==> src/rtl/fir_filter_pkg.sv <==
// fir_filter_pkg: kernel description shared by the FIR datapath.
// Changing TAPS/SHIFT here reshapes the whole filter.
package fir_filter_pkg;

  localparam int TAPS       = 5;
  localparam int GAIN       = 10;
  localparam int GUARD_BITS = 4;

  // Tap 0 multiplies the newest sample.
  localparam logic [TAPS-1:0][1:0] SHIFT = {
    2'd0, 2'd1, 2'd2, 2'd1, 2'd0
  };

  function automatic int coef(input int k);
    return 1 << SHIFT[k];
  endfunction

endpackage

==> src/rtl/fir_delay_line.sv <==
// fir_delay_line: WIDTH x DEPTH shift register with synchronous clear.
// Tap 0 holds the most recently captured sample.
module fir_delay_line #(
  parameter int WIDTH = 32,
  parameter int DEPTH = 4
) (
  input  logic                        clk,
  input  logic                        rst,
  input  logic [WIDTH-1:0]            i_data,
  output logic [DEPTH-1:0][WIDTH-1:0] o_taps
);

  logic [DEPTH-1:0][WIDTH-1:0] r_taps;

  always_ff @(posedge clk) begin
    if (rst) begin
      r_taps <= '0;
    end else begin
      r_taps[0] <= i_data;
      for (int k = 1; k < DEPTH; k++) begin
        r_taps[k] <= r_taps[k-1];
      end
    end
  end

  assign o_taps = r_taps;

endmodule

==> src/rtl/fir_filter.sv <==
// fir_filter: 5-tap symmetric low-pass FIR (1,2,4,2,1), shift-add only.
// One sample per clock, registered output, wraps modulo 2^signalSize.
module fir_filter
  import fir_filter_pkg::*;
#(
  parameter int signalSize = 32
) (
  output logic signed [signalSize-1:0] outData,
  input  logic signed [signalSize-1:0] inData,
  input  logic                         clk,
  input  logic                         rst
);

  localparam int SW = signalSize + GUARD_BITS;

  logic [TAPS-2:0][signalSize-1:0] w_hist;
  logic [TAPS-1:0][signalSize-1:0] w_taps;
  logic [TAPS-1:0][SW-1:0]         w_term;
  logic [SW-1:0]                   w_sum;
  logic [signalSize-1:0]           r_out;

  fir_delay_line #(
    .WIDTH (signalSize),
    .DEPTH (TAPS-1)
  ) u_delay (
    .clk    (clk),
    .rst    (rst),
    .i_data (inData),
    .o_taps (w_hist)
  );

  assign w_taps[0] = inData;

  for (genvar k = 1; k < TAPS; k++) begin : g_tap
    assign w_taps[k] = w_hist[k-1];
  end

  // Sign-extend into guard bits before shifting so no term overflows.
  for (genvar k = 0; k < TAPS; k++) begin : g_term
    logic [SW-1:0] w_ext;
    assign w_ext = {{GUARD_BITS{w_taps[k][signalSize-1]}}, w_taps[k]};
    assign w_term[k] = w_ext << SHIFT[k];
  end

  always_comb begin
    w_sum = '0;
    for (int k = 0; k < TAPS; k++) begin
      w_sum = w_sum + w_term[k];
    end
  end

  always_ff @(posedge clk) begin
    if (rst) begin
      r_out <= '0;
    end else begin
      r_out <= w_sum[signalSize-1:0];
    end
  end

  assign outData = r_out;

endmodule

==> config.mk <==
export PLATFORM = sky130hd
export DESIGN_NAME = fir_filter
export DESIGN_NICKNAME = d
export VERILOG_FILES = /design/src/rtl/fir_filter_pkg.sv /design/src/rtl/fir_delay_line.sv /design/src/rtl/fir_filter.sv
export SDC_FILE = /design/constraint.sdc
export NUM_CORES = 1
export LEC_CHECK = 0
export BUFFER_PORTS_ARGS = -buffer_cell sky130_fd_sc_hd__buf_2
export CAP_MARGIN = 30
export CORE_UTILIZATION = 40
export DETAILED_ROUTE_END_ITERATION = 10
export PLACE_DENSITY_LB_ADDON = 0.12
export SYNTH_ARGS = -nofsm -noshare
export SYNTH_HDL_FRONTEND = slang
export SYNTH_SLANG_ARGS = --single-unit
==> constraint.sdc <==
create_clock -name clk -period 9.45 [get_ports clk]
set_input_delay 0.4725 -clock clk [delete_from_list [all_inputs] [get_ports clk]]
set_output_delay 0.4725 -clock clk [all_outputs]
set_load 0.01 [all_outputs]
==> results of run 1 <==
==> per-layer routing <==
metal / vias up / GRT usage, %
met1: 2537 / 21.0
met4: 0 / 4.95
met3: 16 / 3.40
met5: - / 0
li1: 2860 / -
met2: 81 / 22.4
==> cells by family (layout without fill, tap and decap cells) <==
| kind of cell | after synthesis | after routing |
|---|---|---|
| buffers and inverters | 293 | 367 |
| AND/OR/NAND/NOR | 224 | 224 |
| flip-flops | 160 | 160 |
| adder cells (fa/ha/maj) | 119 | 119 |
| AO/OA/AOI/OAI | 106 | 106 |
| XOR/XNOR | 26 | 26 |
| multiplexers | 3 | 3 |
==> power by group through the flow <==
stage / Combinational, W / Clock (W) / Sequential (W)
final: 0.000568 / 0.000739 / 0.000755
after global routing: 0.000655 / 0.000791 / 0.000761
after CTS: 0.000575 / 0.000762 / 0.000756
after detailed placement: 0.000568 / 0 / 0.000771
after global placement: 0.000569 / 0 / 0.000771
after floorplan: 0.000405 / 0 / 0.000786
==> synth_stat cells (3+ instances only) <==
master    instances
a211oi_2          3
a21o_1            5
a21oi_1          36
a31oi_1           3
and2_1            4
and3_1            4
buf_1             9
buf_2             6
clkbuf_1          9
dfxtp_1         160
fa_1             90
ha_1             29
inv_1           268
nand2_1          18
nand2b_1          3
nand3_1           6
nand3b_1          5
nand4_1           6
nor2_1          113
nor2b_1          55
nor3_1            3
o211ai_1          7
o211ai_2          3
o21a_1            8
o21ai_0          19
xnor2_1          18
xor2_1            8
==> cell type report <==
type / instances / area [sq um] / area share (%)
inverters: 268 / 1010 / 10.3
flip-flops and latches: 160 / 3200 / 32.7
clock buffers: 17 / 425 / 4.35
multi-input cells: 478 / 4240 / 43.3
well taps: 275 / 344 / 3.52
clock inverters: 15 / 206 / 2.11
repair buffers: 67 / 363 / 3.71
==> worst register-to-register path: cells and delay by family (launching register included) <==
kind / cells / cell delay, ps
compound gates: 5 / 1060
fa+ha+maj: 5 / 2210
buf+inv: 4 / 240
flops: 1 / 310
mux: 1 / 300
==> how the worst max path moves through the flow <==
stage	start	to	slack, ps	cells after the start
3_5_place_dp	inData[3]	outData[25]$_SDFF_PP0_	5010	16
5_1_grt	u_delay.o_taps[2]$_SDFF_PP0_	outData[27]$_SDFF_PP0_	4980	15
2_1_floorplan	inData[3]	outData[25]$_SDFF_PP0_	5300	15
6_report	u_delay.o_taps[2]$_SDFF_PP0_	outData[25]$_SDFF_PP0_	5220	15
3_3_place_gp	inData[3]	outData[25]$_SDFF_PP0_	5060	16
4_1_cts	u_delay.o_taps[2]$_SDFF_PP0_	outData[25]$_SDFF_PP0_	5210	15
==> cells in the final DEF (no fill, tap or decap), drive strengths merged, types with 3 or more instances in the layout <==
master | Yosys | final
dfxtp | 160 | 160
and3 | 4 | 4
nor3 | 3 | 3
inv | 268 | 272
bufinv | 0 | 4
ha | 29 | 29
clkinv | 0 | 5
nand3b | 5 | 5
a21boi | 5 | 5
buf | 16 | 67
o21a | 8 | 8
and2 | 4 | 4
nand4 | 6 | 6
a31oi | 3 | 3
nor2 | 113 | 113
a21o | 5 | 5
fa | 90 | 90
a21oi | 38 | 38
o21ai | 22 | 22
nand2b | 3 | 3
nand2 | 18 | 18
o211ai | 10 | 10
nor2b | 55 | 55
nand3 | 6 | 6
xor2 | 8 | 8
a211oi | 5 | 5
xnor2 | 18 | 18
clkbuf | 9 | 17
mux2 | 3 | 3
==> per-stage QoR <==
| step | instance area, sq um | hold WS, ps | util (%) | std cells | total power, W |
|---|---|---|---|---|---|
| after global placement | 9120 | 419 | 43.4 | 1247 | 0.00134 |
| after detailed placement | 9150 | 424 | 43.5 | 1248 | 0.00134 |
| after floorplan | 8550 | 414 | - | 931 | 0.00119 |
| after global routing | 9780 | 265 | 46.5 | 1280 | 0.00221 |
| final | 9780 | 280 | 46.5 | 1280 | 0.00206 |
| after CTS | 9780 | 263 | 46.5 | 1280 | 0.00209 |
==> flip-flops by register name (all words and copies together) (netlist names) <==
name,count
u_delay.o_taps,128
outData,32
==> impl_metrics.ini, run 1 <==
[status]
status = finished clean

[hold_path]
whs_path_depth = 2
hold_class = input port to flip-flop
hold_end = u_delay.o_taps[31]$_SDFF_PP0_
hp-start = inData[31]

[cells_and_area]
antennaDiodeCount = 0
drive_above_1_share_pct = 11.5
syn2layout_area_growth_pct = 14.4
fillers = 2113
num-nets-final = 1145

[synthesis]
synth_top_family_by_area = adder cells
synthSimpleGateAreaFrac_pct = 12.7
syn_area_per_cell_sq_um = 9.19
synth_compound_gate_area_share_pct = 8.44
yosysWarnings = 0
muxShareOfSynthArea_pct = 0.439
yosysUniqueCellTypes = 52
synth-main-ff-cell = dfxtp_1
synth.top_cell.area_share_pct = 37.4
syn_inst = 931
synth_xor_area_share_pct = 2.66
async_reset_ff_share_pct = 0
synth.area.top_cells = dfxtp_1 (37%), fa_1 (21%), inv_1 (12%), nor2_1 (5.0%), ha_1 (4.2%)
synth.cell_area_sq_mm = 0.00855
synth_area_leader_cell = dfxtp_1
synthAdderAreaFrac_pct = 25.3
synth-seq-cells = 160
synth_nets = 1084
synth_edf_count = 0
yosysSeqAreaShare_pct = 37.4

[die]
coreArea_sq_mm = 0.0210
die_area_sq_mm = 0.0220
die_w_um = 148
io_pins = 66
fp-row-count = 53
initial_core_util_pct = 40.7
die_h_um = 148

[route]
wl_met1_um = 7610
route.final.wire_length_um = 14500
detail_route.iter0.violations = 217
drc_errors = 0
routedWlPerCell_um = 11.4
drtAntennaViolNets = 0
dr_wl_met2_um = 6220
dr.pass1.iters = 6
topRoutingLayerUsed = met4
met3_length_um = 530
dr_total_vias = 5494
post_drt_via_cell_ratio = 4.29

[timing]
fmax_mhz = 237
fin_crit_sh_pct = 44.7
finalSetupViolCount = 0
finalWorstSetupSlack_ps = 5220
tns_ps = 0
slew_violations = 0
fin_crit_ps = 4230
slew-limit-headroom_pct = 53.3
clock_skew_ps = 10.2
rsz0062_at_grt = false
worst_pin_slew_ps = 700
hold_viol_final = 0

[cts]
cts_sinks = 160
cts_tree = yes
postCtsHoldBufs = 0
worstSkewPairLatency_ps = 420
clkTransAtPathRegs_ps = 70
cts_setup_buffers = 0
cts_made_buffers = 17
cts_resized = 0
clockBufferDepth = 2
root_buffer = clkbuf_16
cts_max_level = 4

[critical_path]
worstSetupPathType = flip-flop to flip-flop
cpPeakStageDelay_ps = 530
crit_family = adder cells
r2r_slack_ps = 5220
critPathBufInv = 4
reg2reg_depth = 15
rr_endpoint = outData[25]$_SDFF_PP0_
crit_chain = inv_1 > fa_1 > inv_1 > fa_1 > inv_1 > fa_1 > inv_1 > ha_1 > fa_1 > a211oi_1 > o211ai_2 > a21boi_2 > o31ai_4 > a21oi_2 > mux2_4
worstReg2RegStart = u_delay.o_taps[2]$_SDFF_PP0_
path_max_fanout = 4
slowest_stage = fa_1
critPathArrivalTime_ps = 4530
worst_setup_path_end_kind = flip-flop
worst_ep_required_time_ps = 9760
worstSetupStartpointType = flip-flop

[global_route]
grt_pass1_wl_um = 26000
grtUsageTotal_pct = 14.9
antenna_found_initial = 0
grt_pass1_vias = 5610
overflow = 0
grt_max_degree = 70

[pwr]
clkPwrFrac_pct = 35.8
seqPwrFrac_pct = 36.6
comb_power_share_pct = 27.5
intPower_w = 0.00141
ir_drop_v = 0.000113
p_sw_share_pct = 31.7
p_switching_w = 0.000653
cellPowerDensity_mw_per_mm2 = 211
leakage_nw = 4.75

[placement]
place.gp.congestion = 0.763
pre_cts_ws_ps = 5010
port_buffers = 65
hpwlAfterDp_um = 10900

[flow_run]
maxCapViolCount = 0
Power figures use the tool's default switching activity.
==> run 2, diff against run 1 <==
clock period = 4.4 ns   (was 9.45 ns; I/O delays follow)
==> run 2 against run 1 <==
Compared with the run above: via count down 1.0%; design area is essentially flat; die area did not move; register-to-register slack worse by 4900 ps; power up 120%; largest cell class unchanged; non-clock buffer count unchanged; clock skew increased by 0.54 ps; sequential cell count unchanged; largest power group unchanged; setup slack worse by 4900 ps; combinational power is 110% higher.
==> impl_metrics.ini, run 2 (synthesized netlist as in run 1, its figures left out) <==
[status]
status = finished clean

[global_route]
grt_max_degree = 99
grt_pass1_vias = 5421
grt_pass1_wl_um = 25200
overflow = 0
antenna_found_initial = 0
grtUsageTotal_pct = 14.5

[die]
die_w_um = 148
initial_core_util_pct = 40.7
die_area_sq_mm = 0.0220
fp-row-count = 53
io_pins = 66
coreArea_sq_mm = 0.0210
die_h_um = 148

[pwr]
cellPowerDensity_mw_per_mm2 = 454
leakage_nw = 4.74
ir_drop_v = 0.000236

[cells_and_area]
fillers = 2065
syn2layout_area_growth_pct = 14.4
final_area_sq_mm = 0.00978
final_cell_mix = inv_1 (268), dfxtp_1 (160), nor2_1 (113)
final_common_cell = inv_1
num-nets-final = 1145
drive_above_1_share_pct = 11.5
antennaDiodeCount = 0
largest_reg_flops = 128

[critical_path]
critPathArrivalTime_ps = 4380
worstSetupStartpointType = flip-flop
worstSetupPathType = flip-flop to flip-flop
worst_ep_required_time_ps = 4700
worst_setup_path_end_kind = flip-flop
path_max_fanout = 4

[cts]
cts_tree = yes
cts_max_level = 4
root_buffer = clkbuf_16
postCtsHoldBufs = 0
clockBufferDepth = 2
cts_sinks = 160
cts_made_buffers = 17
worstSkewPairLatency_ps = 420
clkTransAtPathRegs_ps = 60

[placement]
place.gp.congestion = 0.748
port_buffers = 65
place_area_sq_mm = 0.00914
hpwlAfterDp_um = 10900

[route]
drc_errors = 0
detail_route.iter0.violations = 173
post_drt_via_cell_ratio = 4.25
dr_total_vias = 5439
route.final.wire_length_um = 14600
dr.pass1.iters = 4
routedWlPerCell_um = 11.4
drtAntennaViolNets = 0

[timing]
slew-limit-headroom_pct = 46.6
slew_violations = 0
tns_ps = 0
fmax_mhz = 245
rsz0062_at_grt = false
finalSetupViolCount = 0
fin_crit_ps = 4080
clock_skew_ps = 10.8
hold_viol_final = 0
worst_pin_slew_ps = 802
fin_crit_sh_pct = 92.8

[flow_run]
maxCapViolCount = 0

[hold_path]
hold_class = input port to flip-flop
-- run 2: cell count changes in the layout (fill, tap and decap cells not counted), sizes merged --
cell / previous run / this run
clkbuf: 17 / 20
inv: 272 / 271
clkinv: 5 / 2
-- run 2: worst paths after layout --
kind                                         to  slack, ps  cells past startpoint                           from
setup / recovery         outData[25]$_SDFF_PP0_        320                     15   u_delay.o_taps[2]$_SDFF_PP0_
setup reg to reg         outData[25]$_SDFF_PP0_        320                     15   u_delay.o_taps[2]$_SDFF_PP0_
hold reg to reg   u_delay.o_taps[63]$_SDFF_PP0_        430                      1  u_delay.o_taps[31]$_SDFF_PP0_
hold / removal    u_delay.o_taps[31]$_SDFF_PP0_         40                      2                     inData[31]
-- run 2: critical path, cell delays in order, from the launching register on --
cell      delay (ps)
dfxtp_1          310
inv_1             60
fa_1             500
inv_1             50
fa_1             500
inv_1             50
fa_1             490
inv_1             40
ha_1             240
fa_1             440
a211oi_2         300
o211ai_2         140
a21boi_2         260
o31ai_4          120
a21oi_2          170
mux2_4           300
-- run 2: metrics by stage --
stage / hold WS [ps] / setup slack (ps) / power, W / instances / util (%)
2_1_floorplan: 348 / 462 / 0.00256 / 931 / -
3_3_place_gp: 416 / 261 / 0.00289 / 1248 / 43.5
3_5_place_dp: 424 / 193 / 0.00289 / 1248 / 43.5
4_1_cts: 21.2 / 220 / 0.00450 / 1279 / 46.5
5_1_grt: 27.6 / 103 / 0.00475 / 1279 / 46.5
6_report: 43.2 / 316 / 0.00444 / 1279 / 46.5
-- run 2: where the power goes --
group / switching [W] / internal, W / leakage (nW)
combinational: 0.000729 / 0.000493 / 3.12
sequential: 0.0000462 / 0.00158 / 1.32
clock: 0.000611 / 0.000985 / 0.304
-- run 2: cell type report --
type / count / area [sq um] / area share (%)
Inverter: 268 / 1010 / 10.3
Multi-Input combinational cell: 478 / 4240 / 43.3
Timing Repair Buffer: 67 / 355 / 3.63
Clock buffer: 20 / 457 / 4.67
Tap cell: 275 / 344 / 3.52
Sequential cell: 160 / 3200 / 32.7
Clock inverter: 11 / 179 / 1.83
-- run 2: routing by layer --
layer / track usage [%] / vias up / wire length, um
li1: - / 2859 / -
met1: 20.5 / 2494 / 7910
met2: 21.7 / 72 / 6010
met3: 3.80 / 14 / 469
met4: 4.48 / 0 / 165
met5: 0 / - / 0
-- run 2: timing repair --
item                       in CTS  in global routing
gates resized for setup         0                  1
setup buffers                   0                  0
setup endpoints to repair       0                  1
